**config.mk**
```make
export PLATFORM = sky130hd
export DESIGN_NAME = stream_config_memory
export DESIGN_NICKNAME = d
export VERILOG_FILES = /design/src/rtl/snn_cfg_pkg.sv /design/src/rtl/cfg_mem_array.sv /design/src/rtl/stream_config_memory.sv
export SDC_FILE = /design/constraint.sdc
export NUM_CORES = 2
export LEC_CHECK = 0
export ABC_AREA = 1
export BUFFER_PORTS_ARGS = -buffer_cell sky130_fd_sc_hd__buf_2
export CAP_MARGIN = 20
export CORE_AREA = 4 4 526 528
export DETAILED_ROUTE_END_ITERATION = 7
export DIE_AREA = 0 0 530 532
export MAX_ROUTING_LAYER = met4
export PLACE_DENSITY = 0.43
export SETUP_SLACK_MARGIN = 0.5
export SYNTH_ARGS = -nofsm -noshare
export SYNTH_HDL_FRONTEND = slang
export SYNTH_HIERARCHICAL = 1
export SYNTH_SLANG_ARGS = --single-unit
```
**constraint.sdc**
```tcl
create_clock -name clk -period 7.4 [get_ports clk]
set_input_delay 0.37 -clock clk [delete_from_list [all_inputs] [get_ports clk]]
set_output_delay 0.37 -clock clk [all_outputs]
set_load 0.02 [all_outputs]
```
**src/rtl/snn_cfg_pkg.sv**
```systemverilog
// Shared types and helpers for the SNN configuration store.
package snn_cfg_pkg;

  // Scrub engine state
  typedef enum logic {
    IDLE  = 1'b0,
    SCRUB = 1'b1
  } cfg_state_e;

  // Address width for an M-word store; never below one bit.
  function automatic int addr_width(input int m);
    return (m > 1) ? $clog2(m) : 1;
  endfunction

endpackage

```
**src/rtl/cfg_mem_array.sv**
```systemverilog
// M x N storage: one synchronous write port, clear-all, registered read, flat bus.
module cfg_mem_array #(
  parameter int M  = 162,
  parameter int N  = 8,
  parameter int AW = 8
) (
  input  logic           clk,
  input  logic           clr,
  input  logic           we,
  input  logic [AW-1:0]  waddr,
  input  logic [N-1:0]   wdata,
  input  logic [AW-1:0]  raddr,
  output logic [N-1:0]   rdata,
  output logic [M*N-1:0] all_data
);

  localparam logic [AW:0] M_EXT = M[AW:0];

  logic [M-1:0][N-1:0] mem;

  // One register per word; decoding the address per word keeps
  // out-of-range pointers from ever touching storage.
  for (genvar j = 0; j < M; j++) begin : g_word
    localparam logic [AW-1:0] IDX = j[AW-1:0];
    // Word j: cleared as a block, otherwise written when addressed
    always_ff @(posedge clk) begin
      if (clr)                        mem[j] <= '0;
      else if (we && (waddr == IDX))  mem[j] <= wdata;
    end
  end

  // Registered readback; reads the pre-write value, zero when out of range
  always_ff @(posedge clk) begin
    if (clr)                            rdata <= '0;
    else if ({1'b0, raddr} < M_EXT)     rdata <= mem[raddr];
    else                                rdata <= '0;
  end

  assign all_data = mem;

endmodule

```
**src/rtl/stream_config_memory.sv**
```systemverilog
// Stream-loaded configuration store with scrub engine and pointer status.
module stream_config_memory
  import snn_cfg_pkg::*;
#(
  parameter  int M    = 162,
  parameter  int N    = 8,
  parameter  int WRAP = 1,
  localparam int AW   = addr_width(M)
) (
  input  logic           clk,
  input  logic           reset,
  input  logic           clear,
  input  logic           addr_load,
  input  logic [AW-1:0]  addr_in,
  input  logic           wr_valid,
  input  logic [N-1:0]   wr_data,
  output logic           wr_ready,
  input  logic [AW-1:0]  rd_addr,
  output logic [N-1:0]   rd_data,
  output logic [M*N-1:0] all_data_out,
  output logic [AW-1:0]  wr_ptr,
  output logic           load_done,
  output logic           overflow,
  output logic           busy
);

  localparam int          MM1   = M - 1;
  localparam logic [AW-1:0] LAST  = MM1[AW-1:0];
  localparam logic [AW:0] M_EXT = M[AW:0];
  localparam bit          SAT   = (WRAP == 0);

  cfg_state_e    state, state_nxt;
  logic [AW-1:0] scrub_ptr;
  logic          full;

  logic          addr_ok, addr_bad, accept, at_last;
  logic [AW-1:0] base_ptr, adv_ptr;
  logic          mem_we;
  logic [AW-1:0] mem_waddr;
  logic [N-1:0]  mem_wdata;

  assign busy     = (state == SCRUB);
  assign wr_ready = (state == IDLE) && !full;

  // Handshake decode and pointer arithmetic; a valid address load
  // redirects the same-cycle write to addr_in.
  always_comb begin
    addr_ok  = addr_load && ({1'b0, addr_in} < M_EXT);
    addr_bad = addr_load && !addr_ok;
    accept   = wr_valid && wr_ready;
    base_ptr = addr_ok ? addr_in : wr_ptr;
    at_last  = (base_ptr == LAST);
    if (!at_last)  adv_ptr = base_ptr + 1'b1;
    else if (SAT)  adv_ptr = LAST;
    else           adv_ptr = '0;
  end

  // Single write port shared between the stream and the scrub engine
  always_comb begin
    mem_we    = accept;
    mem_waddr = base_ptr;
    mem_wdata = wr_data;
    if (busy) begin
      mem_we    = 1'b1;
      mem_waddr = scrub_ptr;
      mem_wdata = '0;
    end
  end

  // FSM state register
  always_ff @(posedge clk) begin
    if (reset) state <= IDLE;
    else       state <= state_nxt;
  end

  // FSM next state: scrub runs from word 0 through M-1 then returns
  always_comb begin
    state_nxt = state;
    case (state)
      IDLE:    if (clear)              state_nxt = SCRUB;
      SCRUB:   if (scrub_ptr == LAST)  state_nxt = IDLE;
      default:                         state_nxt = IDLE;
    endcase
  end

  // Pointer, scrub counter and sticky status flags
  always_ff @(posedge clk) begin
    if (reset) begin
      scrub_ptr <= '0;
      wr_ptr    <= '0;
      full      <= 1'b0;
      load_done <= 1'b0;
      overflow  <= 1'b0;
    end else if (state == IDLE) begin
      if (clear) scrub_ptr <= '0;
      if (accept) begin
        wr_ptr <= adv_ptr;
        full   <= at_last && SAT;
        if (at_last) load_done <= 1'b1;
      end else if (addr_ok) begin
        wr_ptr <= addr_in;
        full   <= 1'b0;
      end
      if ((wr_valid && full) || addr_bad) overflow <= 1'b1;
    end else begin
      scrub_ptr <= scrub_ptr + 1'b1;
      if (scrub_ptr == LAST) begin
        scrub_ptr <= '0;
        wr_ptr    <= '0;
        full      <= 1'b0;
        load_done <= 1'b0;
        overflow  <= 1'b0;
      end
    end
  end

  cfg_mem_array #(.M(M), .N(N), .AW(AW)) u_mem (
    .clk      (clk),
    .clr      (reset),
    .we       (mem_we),
    .waddr    (mem_waddr),
    .wdata    (mem_wdata),
    .raddr    (rd_addr),
    .rdata    (rd_data),
    .all_data (all_data_out)
  );

endmodule

```
==> impl_metrics.env <==
export IMPL_place_gp_congestion=0.935
export IMPL_ir_drop_v=0.000183
export IMPL_fin_nets=10100
export IMPL_ys_warn_count=6
export IMPL_rsz0062_at_grt="false"
export IMPL_ant_nets=0
export IMPL_tightestPinTransition_ns=1.43
export IMPL_skew_ns=0.0604
export IMPL_track_usage=0.277
export IMPL_synthArstFlopShare=0
export IMPL_yosys_most_used_dff="dfxtp_1"
export IMPL_max_cap_violations=0
export IMPL_timing_hold_violations_final=0
export IMPL_p_total_w=0.0176
export IMPL_fmax_mhz=212
export IMPL_synth_nets=9089
export IMPL_seq_area_frac_synth=0.442
export IMPL_setup_viol=0
export IMPL_cts_sinks=1323
export IMPL_hp_class="in -> reg"
export IMPL_min_period_ns=4.73
export IMPL_status="finished, violations left"
export IMPL_cts_tree="built"
export IMPL_post_route_period_util=0.639
export IMPL_netlist_instances=9056
export IMPL_crit_path_end_kind="flop"
export IMPL_syn_avg_cell_area_um2=6.62
export IMPL_p_leak_nw=35.1
export IMPL_cts_max_path_buffers=4
export IMPL_htreeDepth=4
export IMPL_rows=192
export IMPL_power_density_nw_per_um2=234
export IMPL_maxSlewHeadroom=0.0451
export IMPL_worstPathArrival_ns=5.41
export IMPL_dr_pass1_iters=8
export IMPL_cts_setup_buffers=0
export IMPL_worst_ep_required_time_ns=8.09
export IMPL_dr_first_iter_drc_count=7856
export IMPL_overflow=0
export IMPL_die_y_um=532
export IMPL_critPathLaunchType="flop"
export IMPL_slew_viol_final=0
export IMPL_drive_gt1_frac=0.174
export IMPL_io_pins=1345
export IMPL_worst_path_max_fanout=20
export IMPL_vias=68300
export IMPL_grt_antenna_before_repair=23
export IMPL_violations="DRC"
export IMPL_netlist_area_um2=60000
export IMPL_syn2layout_area_growth_pct=25.5
export IMPL_core_um2=272000
export IMPL_clk_insertion_delay_late_ns=0.86
export IMPL_start_util=0.220
export IMPL_cts_clk_slew_worst_paths_ns=0.06
export IMPL_port_buffers=1344
export IMPL_drc=4
export IMPL_synth_seq_cells=1323
export IMPL_avgViaCountPerCell=4.96
export IMPL_yosysUniqueCellTypes=33
export IMPL_dieArea_um2=282000
export IMPL_post_drt_wl_per_cell_um=29.2
export IMPL_grt_max_degree=302
export IMPL_grt_pass1_wl_um=540000
export IMPL_tns_ns=0
export IMPL_cts_buffers=172
export IMPL_grt_pass1_vias=62500
export IMPL_die_w_um=530
export IMPL_path_class="reg -> reg"
export IMPL_routed_wl_um=401000
export IMPL_hpwlAfterDp_um=291000
export IMPL_clockRootBuffer="clkbuf_16"
export IMPL_synth_edff_count=0
cell families (layout without fill, tap and decap cells):
group | count (synthesis) | after routing | synth area share
AO/OA/AOI/OAI | 2327 | 2327 | 0.200
adder cells (fa/ha/maj) | 4 | 4 | 0.000834
buffers and inverters | 1395 | 2488 | 0.0919
flip-flops | 1323 | 1323 | 0.442
other | 0 | 14 | 0
AND/OR/NAND/NOR | 4007 | 4007 | 0.265
worst max-delay path: stages, from the launching register on:
cell and delay (ns):
dfxtp_1 0.31, buf_4 0.33, clkinv_1 0.60, o21ai_0 0.62
nand2_1 0.19, nor2_1 0.14, inv_1 0.11, nor2_1 0.12
inv_2 0.37, nor2_1 0.81, clkinv_1 0.58, o21ai_0 0.29
a21oi_1 0.06
layout make-up:
class	count	area, um2
fill	30500	197000
multi-input combinational	6338	28100
sequential	1323	26500
timing repair buffer	1434	7670
clock buffer	248	5110
tap	3589	4490
inverter	757	2870
clock inverter	49	528
antenna	14	35.0
state kept, by name, indices dropped and copies added (netlist names):
| register | count |
|---|---|
| load_done | 1 |
| busy | 1 |
| u_mem/all_data | 1296 |
| scrub_ptr | 8 |
| wr_ptr | 8 |
| u_mem/rdata | 8 |
| overflow | 1 |
metrics by stage:
stage,hold WS (ns),cell area (um2),utilization,instances,setup WS [ns]
final,0.104,75300,0.276,13800,2.67
after detailed placement,0.454,69500,0.255,13400,2.80
after global placement,0.448,69500,0.255,13400,2.85
after floorplan,0.458,60000,-,9056,4.64
after global routing,0.0675,75200,0.276,13700,2.43
after CTS,0.0384,75200,0.276,13700,2.90
layer usage:
layer | track usage | wire length [um] | vias up
met2 | 0.432 | 181000 | 3477
met3 | 0.0708 | 37600 | 550
li1 | - | - | 31200
met1 | 0.338 | 162000 | 33000
met4 | 0.118 | 20200 | 0
met5 | - | 0 | -
power by group:
| group | switching, W | leakage [nW] | internal, W |
|---|---|---|---|
| registers | 0.0000616 | 10.7 | 0.00718 |
| logic | 0.00136 | 21.7 | 0.000317 |
| clock network | 0.00356 | 2.79 | 0.00510 |
| total | 0.00499 | 35.1 | 0.0126 |
synth_stat cells, types with 10 or more instances:
cell / count / area, um2
nor2_1: 2055 / 7710
o21ai_0: 1510 / 7560
dfxtp_1: 1323 / 26500
nand2_1: 1307 / 4910
inv_1: 728 / 2730
a21oi_1: 650 / 3250
nand3_1: 603 / 3020
clkbuf_1: 443 / 1660
buf_2: 143 / 716
o211ai_1: 91 / 683
a21boi_0: 34 / 255
o22ai_1: 32 / 200
buf_1: 30 / 113
buf_4: 17 / 128
inv_2: 15 / 56.3
clkinv_1: 14 / 52.6
nand2_2: 10 / 62.6
nand4_1: 10 / 62.6
timing repair:
item,in CTS,in global routing
endpoints found under the hold margin,17,0
gates resized for setup,0,0
hold buffers,4,0
path summary, 6_finish.rpt:
| path | end | start | cells past startpoint | slack [ns] |
|---|---|---|---|---|
| min | scrub_ptr[1] | reset | 3 | 0.10 |
| max reg2reg | u_mem/all_data[215] | busy | 12 | 2.67 |
| max | u_mem/all_data[215] | busy | 12 | 2.67 |
| min reg2reg | u_mem/all_data[420] | u_mem/all_data[420] | 2 | 0.46 |
layout by cell type, fill, tap and decap left out, drive strengths merged, types with 5 or more instances in the layout:
cell and instances:
nand2 1317, a21oi 650, a21boi 35, dfxtp 1323
o21ai 1516, o211ai 91, clkinv 43, inv 749
clkinvlp 5, bufinv 9, buf 1429, nor2 2063
nand3 606, o22ai 32, diode 14, clkbuf 249
nand4 10
No activity file was read; power rests on OpenSTA's default activity.
